--- src/rtl/crc_stream_engine.sv ---
// Streaming CRC generator/checker: forwards beats with one cycle of latency,
// appends the CRC in generate mode and judges the residue in check mode.
module crc_stream_engine #(
  parameter int               DATA_W  = 8,
  parameter int               CRC_W   = 32,
  parameter logic [CRC_W-1:0] POLY    = 32'h04C11DB7,
  parameter logic [CRC_W-1:0] INIT    = '1,
  parameter logic [CRC_W-1:0] XOROUT  = '1,
  parameter bit               REFIN   = 1'b1,
  parameter bit               REFOUT  = 1'b1,
  parameter logic [CRC_W-1:0] RESIDUE = 32'hDEBB20E3
) (
  input  logic              clk,
  input  logic              rst_n,
  input  logic              clr,
  input  logic              mode,
  input  logic [DATA_W-1:0] in_data,
  input  logic              in_valid,
  input  logic              in_last,
  output logic              in_ready,
  output logic [DATA_W-1:0] out_data,
  output logic              out_valid,
  output logic              out_last,
  input  logic              out_ready,
  output logic [CRC_W-1:0]  crc_out,
  output logic              done,
  output logic              crc_ok,
  output logic [1:0]        dbg_state_o
);

  typedef enum logic [1:0] {IDLE = 2'd0, DATA = 2'd1, APPEND = 2'd2} state_t;

  localparam int NB    = CRC_W / DATA_W;
  localparam int CNT_W = $clog2(NB + 1);

  function automatic logic [CRC_W-1:0] reflect_crc(input logic [CRC_W-1:0] v);
    logic [CRC_W-1:0] r;
    for (int i = 0; i < CRC_W; i++) r[i] = v[CRC_W-1-i];
    return r;
  endfunction

  // With REFIN the register is kept in reflected orientation (shift right),
  // which is the orientation RESIDUE is expressed in.
  localparam logic [CRC_W-1:0] POLY_R = reflect_crc(POLY);
  localparam logic [CRC_W-1:0] SEED   = REFIN ? reflect_crc(INIT) : INIT;

  function automatic logic [CRC_W-1:0] crc_step(input logic [CRC_W-1:0] c_in,
                                                input logic [DATA_W-1:0] d);
    logic [CRC_W-1:0] c;
    logic [7:0]       byt;
    logic             fb;
    c = c_in;
    for (int b = 0; b < DATA_W / 8; b++) begin
      byt = d[8*b +: 8];
      for (int i = 0; i < 8; i++) begin
        if (REFIN) begin
          fb = c[0] ^ byt[i];
          c  = c >> 1;
          if (fb) c = c ^ POLY_R;
        end else begin
          fb = c[CRC_W-1] ^ byt[7-i];
          c  = c << 1;
          if (fb) c = c ^ POLY;
        end
      end
    end
    return c;
  endfunction

  function automatic logic [CRC_W-1:0] crc_final(input logic [CRC_W-1:0] c);
    return ((REFIN != REFOUT) ? reflect_crc(c) : c) ^ XOROUT;
  endfunction

  state_t             state_q, state_d;
  logic [CRC_W-1:0]   crc_q, crc_d;
  logic               mode_q, mode_d;
  logic [CNT_W-1:0]   cnt_q, cnt_d;
  logic [DATA_W-1:0]  out_data_q, out_data_d;
  logic               out_valid_q, out_valid_d;
  logic               out_last_q, out_last_d;
  logic               done_q, done_d;
  logic [CRC_W-1:0]   crc_out_q, crc_out_d;
  logic               crc_ok_q, crc_ok_d;

  // Handshake: a beat moves on a port in any cycle where its valid and ready
  // are both high at the rising edge; a presented output beat holds until taken.
  logic             out_fire, out_free, in_fire, frame_mode;
  logic [CRC_W-1:0] crc_next, fin_now, app_word;

  assign out_fire = out_valid_q & out_ready;
  assign out_free = ~out_valid_q | out_ready;
  assign in_ready = rst_n & ~clr & out_free & ((state_q == IDLE) | (state_q == DATA));
  assign in_fire  = in_valid & in_ready;
  assign crc_next = crc_step((state_q == IDLE) ? SEED : crc_q, in_data);
  assign fin_now  = crc_final(crc_q);
  assign app_word = fin_now >> (DATA_W * int'(cnt_q));

  always_comb begin
    state_d     = state_q;
    crc_d       = crc_q;
    mode_d      = mode_q;
    cnt_d       = cnt_q;
    out_data_d  = out_data_q;
    out_valid_d = out_valid_q;
    out_last_d  = out_last_q;
    done_d      = 1'b0;
    crc_out_d   = crc_out_q;
    crc_ok_d    = crc_ok_q;
    frame_mode  = (state_q == IDLE) ? mode : mode_q;
    if (out_fire) begin
      out_valid_d = 1'b0;
      out_last_d  = 1'b0;
    end
    if (clr) begin
      state_d     = IDLE;
      crc_d       = SEED;
      out_valid_d = 1'b0;
      out_last_d  = 1'b0;
    end else begin
      case (state_q)
        IDLE, DATA: begin
          if (in_fire) begin
            mode_d      = frame_mode;
            crc_d       = crc_next;
            out_data_d  = in_data;
            out_valid_d = 1'b1;
            out_last_d  = frame_mode & in_last;
            state_d     = DATA;
            if (in_last) begin
              if (frame_mode) begin
                state_d   = IDLE;
                done_d    = 1'b1;
                crc_ok_d  = (crc_next == RESIDUE);
                crc_out_d = crc_final(crc_next);
              end else begin
                state_d = APPEND;
                cnt_d   = '0;
              end
            end
          end
        end
        APPEND: begin
          if (out_fire && out_last_q) begin
            state_d   = IDLE;
            done_d    = 1'b1;
            crc_ok_d  = 1'b1;
            crc_out_d = fin_now;
          end else if (out_free && (cnt_q != CNT_W'(NB))) begin
            out_data_d  = app_word[DATA_W-1:0];
            out_valid_d = 1'b1;
            out_last_d  = (cnt_q == CNT_W'(NB - 1));
            cnt_d       = cnt_q + 1'b1;
          end
        end
        default: state_d = IDLE;
      endcase
    end
  end

  always_ff @(posedge clk) begin
    if (!rst_n) begin
      state_q     <= IDLE;
      crc_q       <= SEED;
      mode_q      <= 1'b0;
      cnt_q       <= '0;
      out_data_q  <= '0;
      out_valid_q <= 1'b0;
      out_last_q  <= 1'b0;
      done_q      <= 1'b0;
      crc_out_q   <= '0;
      crc_ok_q    <= 1'b0;
    end else begin
      state_q     <= state_d;
      crc_q       <= crc_d;
      mode_q      <= mode_d;
      cnt_q       <= cnt_d;
      out_data_q  <= out_data_d;
      out_valid_q <= out_valid_d;
      out_last_q  <= out_last_d;
      done_q      <= done_d;
      crc_out_q   <= crc_out_d;
      crc_ok_q    <= crc_ok_d;
    end
  end

  assign out_data    = out_data_q;
  assign out_valid   = out_valid_q;
  assign out_last    = out_last_q;
  assign done        = done_q;
  assign crc_out     = crc_out_q;
  assign crc_ok      = crc_ok_q;
  assign dbg_state_o = state_q;

endmodule

--- config.mk ---
export PLATFORM = sky130hd
export DESIGN_NAME = crc_stream_engine
export DESIGN_NICKNAME = d
export VERILOG_FILES = /design/src/rtl/crc_stream_engine.sv
export SDC_FILE = /design/constraint.sdc
export NUM_CORES = 1
export LEC_CHECK = 0
export ABC_AREA = 1
export BUFFER_PORTS_ARGS = -buffer_cell sky130_fd_sc_hd__buf_2
export CORE_ASPECT_RATIO = 0.75
export CORE_MARGIN = 1.5
export CORE_UTILIZATION = 50
export CTS_CLUSTER_DIAMETER = 100
export CTS_CLUSTER_SIZE = 10
export DETAILED_ROUTE_END_ITERATION = 6
export PLACE_DENSITY = 0.7
export SLEW_MARGIN = 20
export SYNTH_ARGS = -nofsm -noshare
export SYNTH_HDL_FRONTEND = slang
export SYNTH_SLANG_ARGS = --single-unit
--- constraint.sdc ---
create_clock -name clk -period 4.4 [get_ports clk]
set_clock_uncertainty 0.2 [all_clocks]
set_input_delay 0.88 -clock clk [delete_from_list [all_inputs] [get_ports clk]]
set_output_delay 0.88 -clock clk [all_outputs]
set_load 0.005 [all_outputs]
=== Word level (Yosys, flattened, before mapping) ===
Index checks and enable logic that the tools add are counted.

* Bitwise gates (word level): 29
* Eq/ne operators: 12
* Muxes and demuxes: 50
* Add/subtract/negate cells: 1
* Shift operators: 1
* Reductions and logical operators: 12

{| class="wikitable"
|+ Operators by type and width
! kind !! number
|-
| two-way mux 32 bit || 13
|-
| inverter 13 -> 14 bit || 8
|-
| inverter 32 bit || 2
|-
| case mux 32 bit (2 select lines) || 1
|-
| equality test 32 bit (second input constant) || 1
|-
| >> shifter 32 x 6 -> 8 bit || 1
|-
| two-way mux 8 bit || 3
|-
| two-way mux 1 bit || 17
|-
| case mux 8 bit (2 select lines) || 1
|-
| two-way mux 3 bit || 5
|-
| inequality test 2 bit (second input constant) || 7
|-
| two-way mux 2 bit || 4
|-
| case mux 1 bit (2 select lines) || 4
|-
| bitwise XOR 1 bit || 8
|-
| AND reduction 7 bit || 1
|-
| AND 1 bit || 6
|-
| case mux 3 bit (2 select lines) || 1
|-
| AND reduction 6 bit || 1
|-
| AND reduction 5 bit || 1
|-
| case mux 2 bit (2 select lines) || 1
|-
| AND reduction 2 bit || 2
|-
| OR reduction 2 bit || 2
|-
| adder 3 x 1 -> 3 bit (second input constant) || 1
|-
| equality test 3 x 2 -> 1 bit (second input constant) || 1
|-
| 9 further kinds || 13
|}

* Flip-flop bits (word level): 82
* Output and inout bits: 47
* Word-level logic and storage cells: 115

=== Logic depth before layout (Yosys ltp) ===
Gate-level depths: netlist (run 1).

* Depth in word-level cells: 23
* Depth in mapped cells: 20
* Depth with buffers taken out: 18

=== Worst setup path before layout (run 1) ===
Ideal clock, no wire load.

* Path kind: register to register
* Start point: reg cnt_q[0]
* End point: reg cnt_q[2]
* Arrival time: 2.393 ns
* Required time: 4.072 ns
* Setup slack: 1.680 ns
* Stages on the path, launching flop included: 15
* Path buffers: 2
* Setup time: 0.128 ns
* Cell sequence: dfxtp_1 > clkbuf_1 > inv_1 > clkbuf_1 > ha_1 > nand2_1 > o21ai_0 > inv_1 > nand2_1 > a211oi_4 > nand2_4 > nor3_4 > o21ai_1 > o21ai_1 > nor2_1

* Longest elaborated chain between the ends: 4
* Elaborated cells on any way between the ends: 8
* Classes of those cells: add/sub: 1; eq/ne: 2; mux: 3; reduce/logical: 2

{| class="wikitable"
|+ RTL lines
! element !! RTL line !! source
|-
| start, declared || 77 || <nowiki>logic [CNT_W-1:0] cnt_q, cnt_d;</nowiki>
|-
| start signal, assigned || 176 || <nowiki>cnt_q <= cnt_d;</nowiki>
|-
| adder 3 x 1 -> 3 bit / inequality test 3 bit (equally long branches) || 152, 148 ||
|-
| two-way mux 3 bit / logical AND 1 bit (equally long branches) || 148 || <nowiki>end else if (out_free && (cnt_q != CNT_W'(NB))) begin</nowiki>
|-
| two-way mux 3 bit / inequality test 2 bit (equally long branches) || n/a ||
|-
| case mux 3 bit (2 select lines) / AND reduction 7 bit (equally long branches) || n/a ||
|}

Parallel ways exist; a longest one is shown, timed or not. The select of a mux whose other input is x is not followed.
A chain may end at the register's enable or synchronous reset.

=== Worst setup path after layout (run 1) ===
Ends and elaborated chain as after synthesis.

==> summary.txt, run 1 <==
Status
  • Outcome: finished, final reports clean

Clock network
  • Clock transition at path regs: 70 ps
  • Post-CTS Resized: 0
  • Setup bufs post-CTS: 0
  • CTS tree: yes
  • Hold_buf cts: 0
  • Max Root-Sink Buffers: 2
  • Cts bufs inserted: 9
  • Clock Tree Root: clkbuf_16
  • Clk_lat worst skew: 350 ps
  • H-tree Lvls: 3
  • Clock sinks: 82

Global route
  • Pin count of the biggest net entering global routing: 44
  • First-pass GRT wire length: slightly below 30000 um
  • Initial antenna violation count: 0
  • GR Util All Layers: 34.2%
  • Vias in the first global route: 5262
  • GRT overflow: 0

Layout
  • Finished Core Util: roughly 58%
  • Final non-filler cell total: a little over 1000
  • Number of antenna repair diodes: 0
  • Final net count: 911
  • Layout cell share with drive strength beyond 1: 14.9%
  • Synth-to-Final Area Change: 12.8%

Run
  • Max Cap Violations: 0

Detailed routing
  • Routed len/inst: 18.1 um
  • Total number of vias: 6089
  • 1st-pass router iterations: 5
  • Post-route ant nets: 0
  • DRT iter0 DRCs: 905
  • Vias/cell: 5.89
  • Drt total wl: 18700 um
  • Residual DRC: 0

Pwr
  • Maximum VDD drop: 0.226 mV
  • Total power: 1.90 mW
  • Leak Pwr: 2.94 nW
  • PwrDens: 319 nW/um^2

Synth
  • Avg Inst Size Synth: 6.21 um^2
  • Post-synth top area cell: dfxtp_1
  • Sequential share of the synthesized area: roughly 31%
  • Yosys top cell area share: slightly above 30%
  • Synth Instances: between 800 and 900
  • Syn nets: 869
  • Top post-synthesis cells by area: dfxtp_1 (31%), nand2_1 (18%), a21oi_1 (8.5%)
  • Yosys reg bits: 82
  • Synth cell types: 39
  • Syn. warnings: 0
  • Mapped Area: 5280 um^2

Floorplan
  • Die height: a little over 90 um
  • Die W: 122 um
  • Die ar.: 11200 um^2
  • Starting Density: 51.3%
  • Ports: 62
  • Core ar.: 10300 um^2
  • FP Rows: 32

Timing
  • Final hold viol count: 0
  • Hold Slack: 261 ps
  • Period utilisation layout: 73.5%
  • Crit path time final: around 3200 ps
  • Setup TNS: 0 ps
  • RSZ-0062 raised after global routing: false
  • Slew Viols, Final: 0
  • Max_slew headroom: 53.1%
  • Final setup viols: 0
  • Max Freq: 309 MHz
  • Measured slew at the worst slew-check pin: ~700 ps

Placed design
  • DP HPWL: 13800 um
  • RePlAce Congestion: 1.00
  • Placed Cells: 1017
  • Port bufs: 61

Worst setup path
  • CP Max Fanout: 26
  • RR Endpoint: cnt_q[2]
  • Register-to-Register Path Depth: 13
  • Req. time, crit path: 4430 ps
  • R2R Path Start: cnt_q[0]
  • Worst Setup Path Type: flip-flop to flip-flop
  • Endpoint class of the critical path: flip-flop
  • Flop-to-flop setup slack: about 1200 ps
  • WP data arrival: roughly 3300 ps
  • Critical Path Source Type: flip-flop

Worst hold path
  • Hold/Removal Path Class: flip-flop to flip-flop
  • Hold depth: 2
  • Worst-case hold path end point: out_data[3]
  • Hold Path Origin: out_data[3]
## metrics by stage
stage	instance area, um^2	worst slack [ps]
floorplan	5280	1680
global placement	5640	1120
detailed placement	5640	1020
CTS	5950	1260
global route	5950	964
finish	5950	1170
## power by group
part / switching [mW] / internal (mW)
Sequential: 0.0138 / 0.756
Combinational: 0.228 / 0.0852
Clock: 0.357 / 0.457
## area by class of cell
| class | count | area [um^2] |
|---|---|---|
| Timing Repair Buffer | 69 | 365 |
| Sequential cell | 82 | 1640 |
| Inverter | 71 | 269 |
| Tap cell | 136 | 170 |
| Multi-Input combinational cell | 659 | 3190 |
| Fill cell | 1023 | 4340 |
| Clock buffer | 9 | 225 |
| Clock inverter | 7 | 90.1 |
## cell families (layout without fill, tap and decap cells)
logic type,after synthesis,after routing,share of synthesized area (%)
compound gates,204,204,21.3
simple gates,443,443,36.8
mux,1,1,0.190
buf+inv,109,156,8.46
xor+xnor,7,7,1.16
fa+ha+maj,4,4,0.948
flops,82,82,31.1
## metal layers
metal	track usage (%)	vias to the layer above	wire length [um]
li1	-	2894	-
met1	53.2	2748	8440
met2	47.0	400	7280
met3	6.84	47	2490
met4	9.61	0	449
met5	0	-	0
## how the worst max path moves through the flow
stage	endpoint	depth (start not counted)	start	slack, ps
2_1_floorplan	cnt_q[2]	14	cnt_q[0]	1680
3_3_place_gp	cnt_q[2]	12	rst_n	1120
3_5_place_dp	out_last	11	rst_n	1020
4_1_cts	cnt_q[2]	13	cnt_q[0]	1260
5_1_grt	cnt_q[2]	13	cnt_q[0]	960
6_report	cnt_q[2]	13	cnt_q[0]	1170
## sequential cells by signal (all words and copies together) (netlist names)
| register | cells |
|---|---|
| crc_q | 32 |
| crc_out | 32 |
| crc_ok | 1 |
| out_data | 8 |
| done | 1 |
| out_valid | 1 |
| out_last | 1 |
| mode_q | 1 |
| dbg_state_o | 2 |
| cnt_q | 3 |
## cell usage in the layout, fill, tap and decap left out, types with 9 or more instances in the layout
cell,n
nand2_1,258
a21oi_1,90
dfxtp_1,82
o21ai_0,77
nand3_1,73
nor2_1,72
inv_1,64
buf_2,61
nand2_2,18
o22ai_1,13
clkbuf_16,9
## worst max-delay path: stages, from the launching register on
cell,delay (ps)
dfxtp_1,680
inv_1,80
buf_4,240
ha_1,220
nand2_1,140
o21ai_0,110
inv_1,120
nand2_1,100
a211oi_4,530
nand2_4,180
nor3_4,270
o21ai_1,110
o21ai_1,90
nor2_1,50
## synthesized netlist by cell type (all sizes together)
cell,n
a211oi,4
a21oi,91
a31oi,2
a41oi,1
buf,10
clkbuf,28
clkinv,2
dfxtp,82
ha,4
inv,69
mux2i,1
nand2,281
nand3,78
nand3b,2
nand4,2
nor2,77
nor3,2
o211ai,6
o21ai,81
o221a,5
o221ai,1
o22ai,13
or2,1
xnor2,1
xor2,6
(Power assumes the default switching activity.)
==> inputs of run 2 (changes only) <==
--- a/config.mk
+++ b/config.mk
@@ -5,7 +5,7 @@
 export SDC_FILE = /design/constraint.sdc
 export NUM_CORES = 1
 export LEC_CHECK = 0
-export ABC_AREA = 1
+export ABC_AREA = 0
 export BUFFER_PORTS_ARGS = -buffer_cell sky130_fd_sc_hd__buf_2
 export CORE_ASPECT_RATIO = 0.75
 export CORE_MARGIN = 1.5
==> constraint.sdc (replaced) <==
create_clock -name clk -period 3.3 [get_ports clk]
set_clock_uncertainty 0.2 [all_clocks]
set_input_delay 0.66 -clock clk [delete_from_list [all_inputs] [get_ports clk]]
set_output_delay 0.66 -clock clk [all_outputs]
set_load 0.005 [all_outputs]
==> run 2 against run 1 <==
  * Sequential power grew 34%
  * Critical endpoint is now crc_ok
  * Combinational power grew 78%
  * Count of clock-buffer cells in the layout grew 3
==> summary.txt, run 2 <==
Status
  • Outcome: finished, final reports clean

Timing
  • Measured slew at the worst slew-check pin: 825 ps (+126 ps)
  • Setup TNS: 0 ps (unchanged)
  • Final setup viols: 0 (unchanged)
  • Max Freq: 332 MHz (+7.4%)
  • Max_slew headroom: 44.9% (-8.2 points)
  • Slew Viols, Final: 0 (unchanged)
  • Final setup margin: 288 ps (-878 ps)
  • RSZ-0062 raised after global routing: false
  • Period utilisation layout: 91.3% (+18 points)
  • Crit path time final: 3010 ps (-222 ps)
  • Final hold viol count: 0 (unchanged)

Layout
  • Most common cell after layout, fill and taps aside: nor2_1
  • Synth-to-Final Area Change: 15.5%
  • Final net count: 718 (-21%)
  • Final non-filler cell total: 840 (-19%)
  • Number of antenna repair diodes: 0 (unchanged)
  • Layout cell share with drive strength beyond 1: 19.7% (+4.8 points)
  • Most frequent cells in the layout: nor2_1 (104), dfxtp_1 (82), xnor2_1 (72)
  • Multi-input gate area: 3410 um^2 (+7.0%)
  • # fillers: 952 (-6.9%)
  • Storage element area: 1640 um^2 (unchanged)

Global route
  • First-pass GRT wire length: 25700 um (-11%)
  • Initial antenna violation count: 0 (unchanged)
  • GRT overflow: 0 (unchanged)
  • GR Util All Layers: 30.4% (-3.8 points)
  • Pin count of the biggest net entering global routing: 70 (+59%)
  • Vias in the first global route: 4381 (-17%)

Worst hold path
  • Hold/Removal Path Class: flip-flop to flip-flop

Worst setup path
  • Endpoint class of the critical path: flip-flop
  • RR Endpoint: crc_ok
  • Critical Path Source Type: flip-flop
  • Crit path capture: crc_ok
  • CP Max Fanout: 10 (-62%)
  • Register-to-Register Path Depth: 9 (-4)
  • WP data arrival: 3080 ps (-180 ps)
  • Worst Setup Path Type: flip-flop to flip-flop
  • Crit. Startpoint: dbg_state_o[1]
  • Req. time, crit path: 3370 ps (-1060 ps)
  • R2R Path Start: dbg_state_o[1]
  • Flop-to-flop setup slack: 290 ps (-880 ps)

Synth
  • Top post-synthesis cells by count: nor2_1 (105), dfxtp_1 (82), xnor2_1 (72)
  • Mapped Area: 5340 um^2 (+1.3%)
  • Sequential share of the synthesized area: 30.7% (-0.39 points)
  • Post-synthesis async set-or-reset flop share: 0% (unchanged)
  • Yosys reg bits: 82 (unchanged)
  • Post-synth EDFFs: 0 (unchanged)
  • Synth cell types: 58 (+49%)
  • Synth Instances: 644 (-24%)
  • Yosys top cell area share: 30.7% (-0.39 points)
  • Most used DFF post-synth: dfxtp_1
  • Syn nets: 663 (-24%)
  • Most common cell in the synthesized netlist: nor2_1
  • Post-synth top area cell: dfxtp_1
  • Syn. warnings: 0 (unchanged)
  • Top post-synthesis cells by area: dfxtp_1 (31%), xnor2_1 (12%), nor2_1 (7.4%)
  • Avg Inst Size Synth: 8.30 um^2 (+34%)

Floorplan
  • Ports: 62 (unchanged)
  • Die ar.: 11300 um^2 (+1.2%)
  • FP Rows: 32 (unchanged)
  • Die height: 92.5 um (+0.60%)
  • Starting Density: 51.7% (+0.44 points)
  • Die W: 122 um (+0.61%)
  • Core ar.: 10300 um^2 (+0.39%)

Clock network
  • H-tree Lvls: 3 (unchanged)
  • Clock sinks: 82 (unchanged)
  • Clock transition at path regs: 60 ps (about the same)
  • CTS tree: yes
  • Max Root-Sink Buffers: 2 (unchanged)
  • Post-CTS Resized: 0 (unchanged)
  • Clk_lat worst skew: 340 ps (about the same)
  • Clock Tree Root: clkbuf_16
  • Setup bufs post-CTS: 0 (unchanged)
  • Hold_buf cts: 0 (unchanged)
  • Cts bufs inserted: 9 (unchanged)

Detailed routing
  • Drt total wl: 16600 um (-11%)
  • DRT iter0 DRCs: 397 (-56%)
  • Residual DRC: 0 (unchanged)
  • Routed len/inst: 19.7 um (+9.3%)
  • 1st-pass router iterations: 5 (unchanged)
  • Total number of vias: 4875 (-20%)
  • Vias/cell: 5.80 (-1.5%)
  • Post-route ant nets: 0 (unchanged)

Placed design
  • RePlAce Congestion: 0.988 (-1.4%)
  • DP HPWL: 12400 um (-9.9%)
  • Placed Cells: 824 (-19%)
  • Place WS: 100 ps (-924 ps)
  • Port bufs: 61 (unchanged)

Pwr
  • Leak Pwr: 2.42 nW (-18%)
  • PwrDens: 440 nW/um^2 (+38%)
  • Total power: 2.72 mW (+43%)
  • Maximum VDD drop: 0.292 mV (+29%)

Run
  • Max Cap Violations: 0 (unchanged)
==> run 2: cell count changes in the layout (fill, tap and decap cells not counted), sizes merged, moves of 12 or more <==
cell,delta
o211ai,+39
nand2,-214
a21oi,-57
xnor2,+74
nor3,+23
a211oi,+27
o22ai,-12
o21ai,-74
nor2,+30
inv,-67
nand3,-73
buf,+29
==> run 2: how the worst min path moves through the flow <==
| stage | startpoint | endpoint | slack (ps) | depth (start not counted) |
|---|---|---|---|---|
| global route | crc_out[27] | crc_out[27] | 280 | 2 |
| finish | crc_out[29] | crc_out[29] | 250 | 2 |
| CTS | crc_out[29] | crc_out[29] | 250 | 2 |
| floorplan | crc_out[13] | crc_out[13] | 250 | 2 |
| global placement | crc_out[16] | crc_out[16] | 240 | 2 |
| detailed placement | crc_out[29] | crc_out[29] | 240 | 2 |
==> run 2: metrics by stage <==
stage	area [um^2]	util (%)	hold slack [ps]
final	6170	59.8	248
after detailed placement	5840	56.5	240
after floorplan	5340	-	248
after global routing	6170	59.8	284
after CTS	6170	59.8	249
after global placement	5840	56.5	237
==> run 2: final cells by class <==
| cell class | count | area share [%] |
|---|---|---|
| timing repair buffer | 98 | 9.44 |
| tap | 136 | 2.76 |
| multi-input combinational | 501 | 55.3 |
| clock inverter | 4 | 1.18 |
| sequential | 82 | 26.6 |
| inverter | 7 | 0.426 |
| clock buffer | 12 | 4.32 |
==> run 2: routing by layer <==
| metal | vias to the layer above | GRT usage [%] | routed length [um] |
|---|---|---|---|
| li1 | 2347 | - | - |
| met1 | 2313 | 44.2 | 7870 |
| met2 | 200 | 44.9 | 7080 |
| met3 | 15 | 7.88 | 1430 |
| met4 | 0 | 6.49 | 187 |
| met5 | - | 0 | 0 |
==> run 2: kinds of logic after synthesis <==
group	count (synthesis)	share of synthesized area, %
xor+xnor	101	19.8
flops	82	30.7
simple gates	237	19.5
buf+inv	61	5.48
compound gates	141	18.3
fa+ha+maj	4	0.937
mux	18	5.29
==> run 2: power breakdown <==
group | total, mW | switching, mW | internal (mW)
Clock | 1.13 | 0.402 | 0.723
Sequential | 1.03 | 0.0235 | 1.01
Combinational | 0.558 | 0.317 | 0.241
==> run 2: critical path, cell delays in order (launching register included) <==
cell and delay, ps:
dfxtp_1 330, buf_4 190, o21bai_1 350, xor2_1 420, xnor2_1 260, xor3_1 430
nor2_1 110, nand4b_1 90, or4_1 420, o21ai_1 130
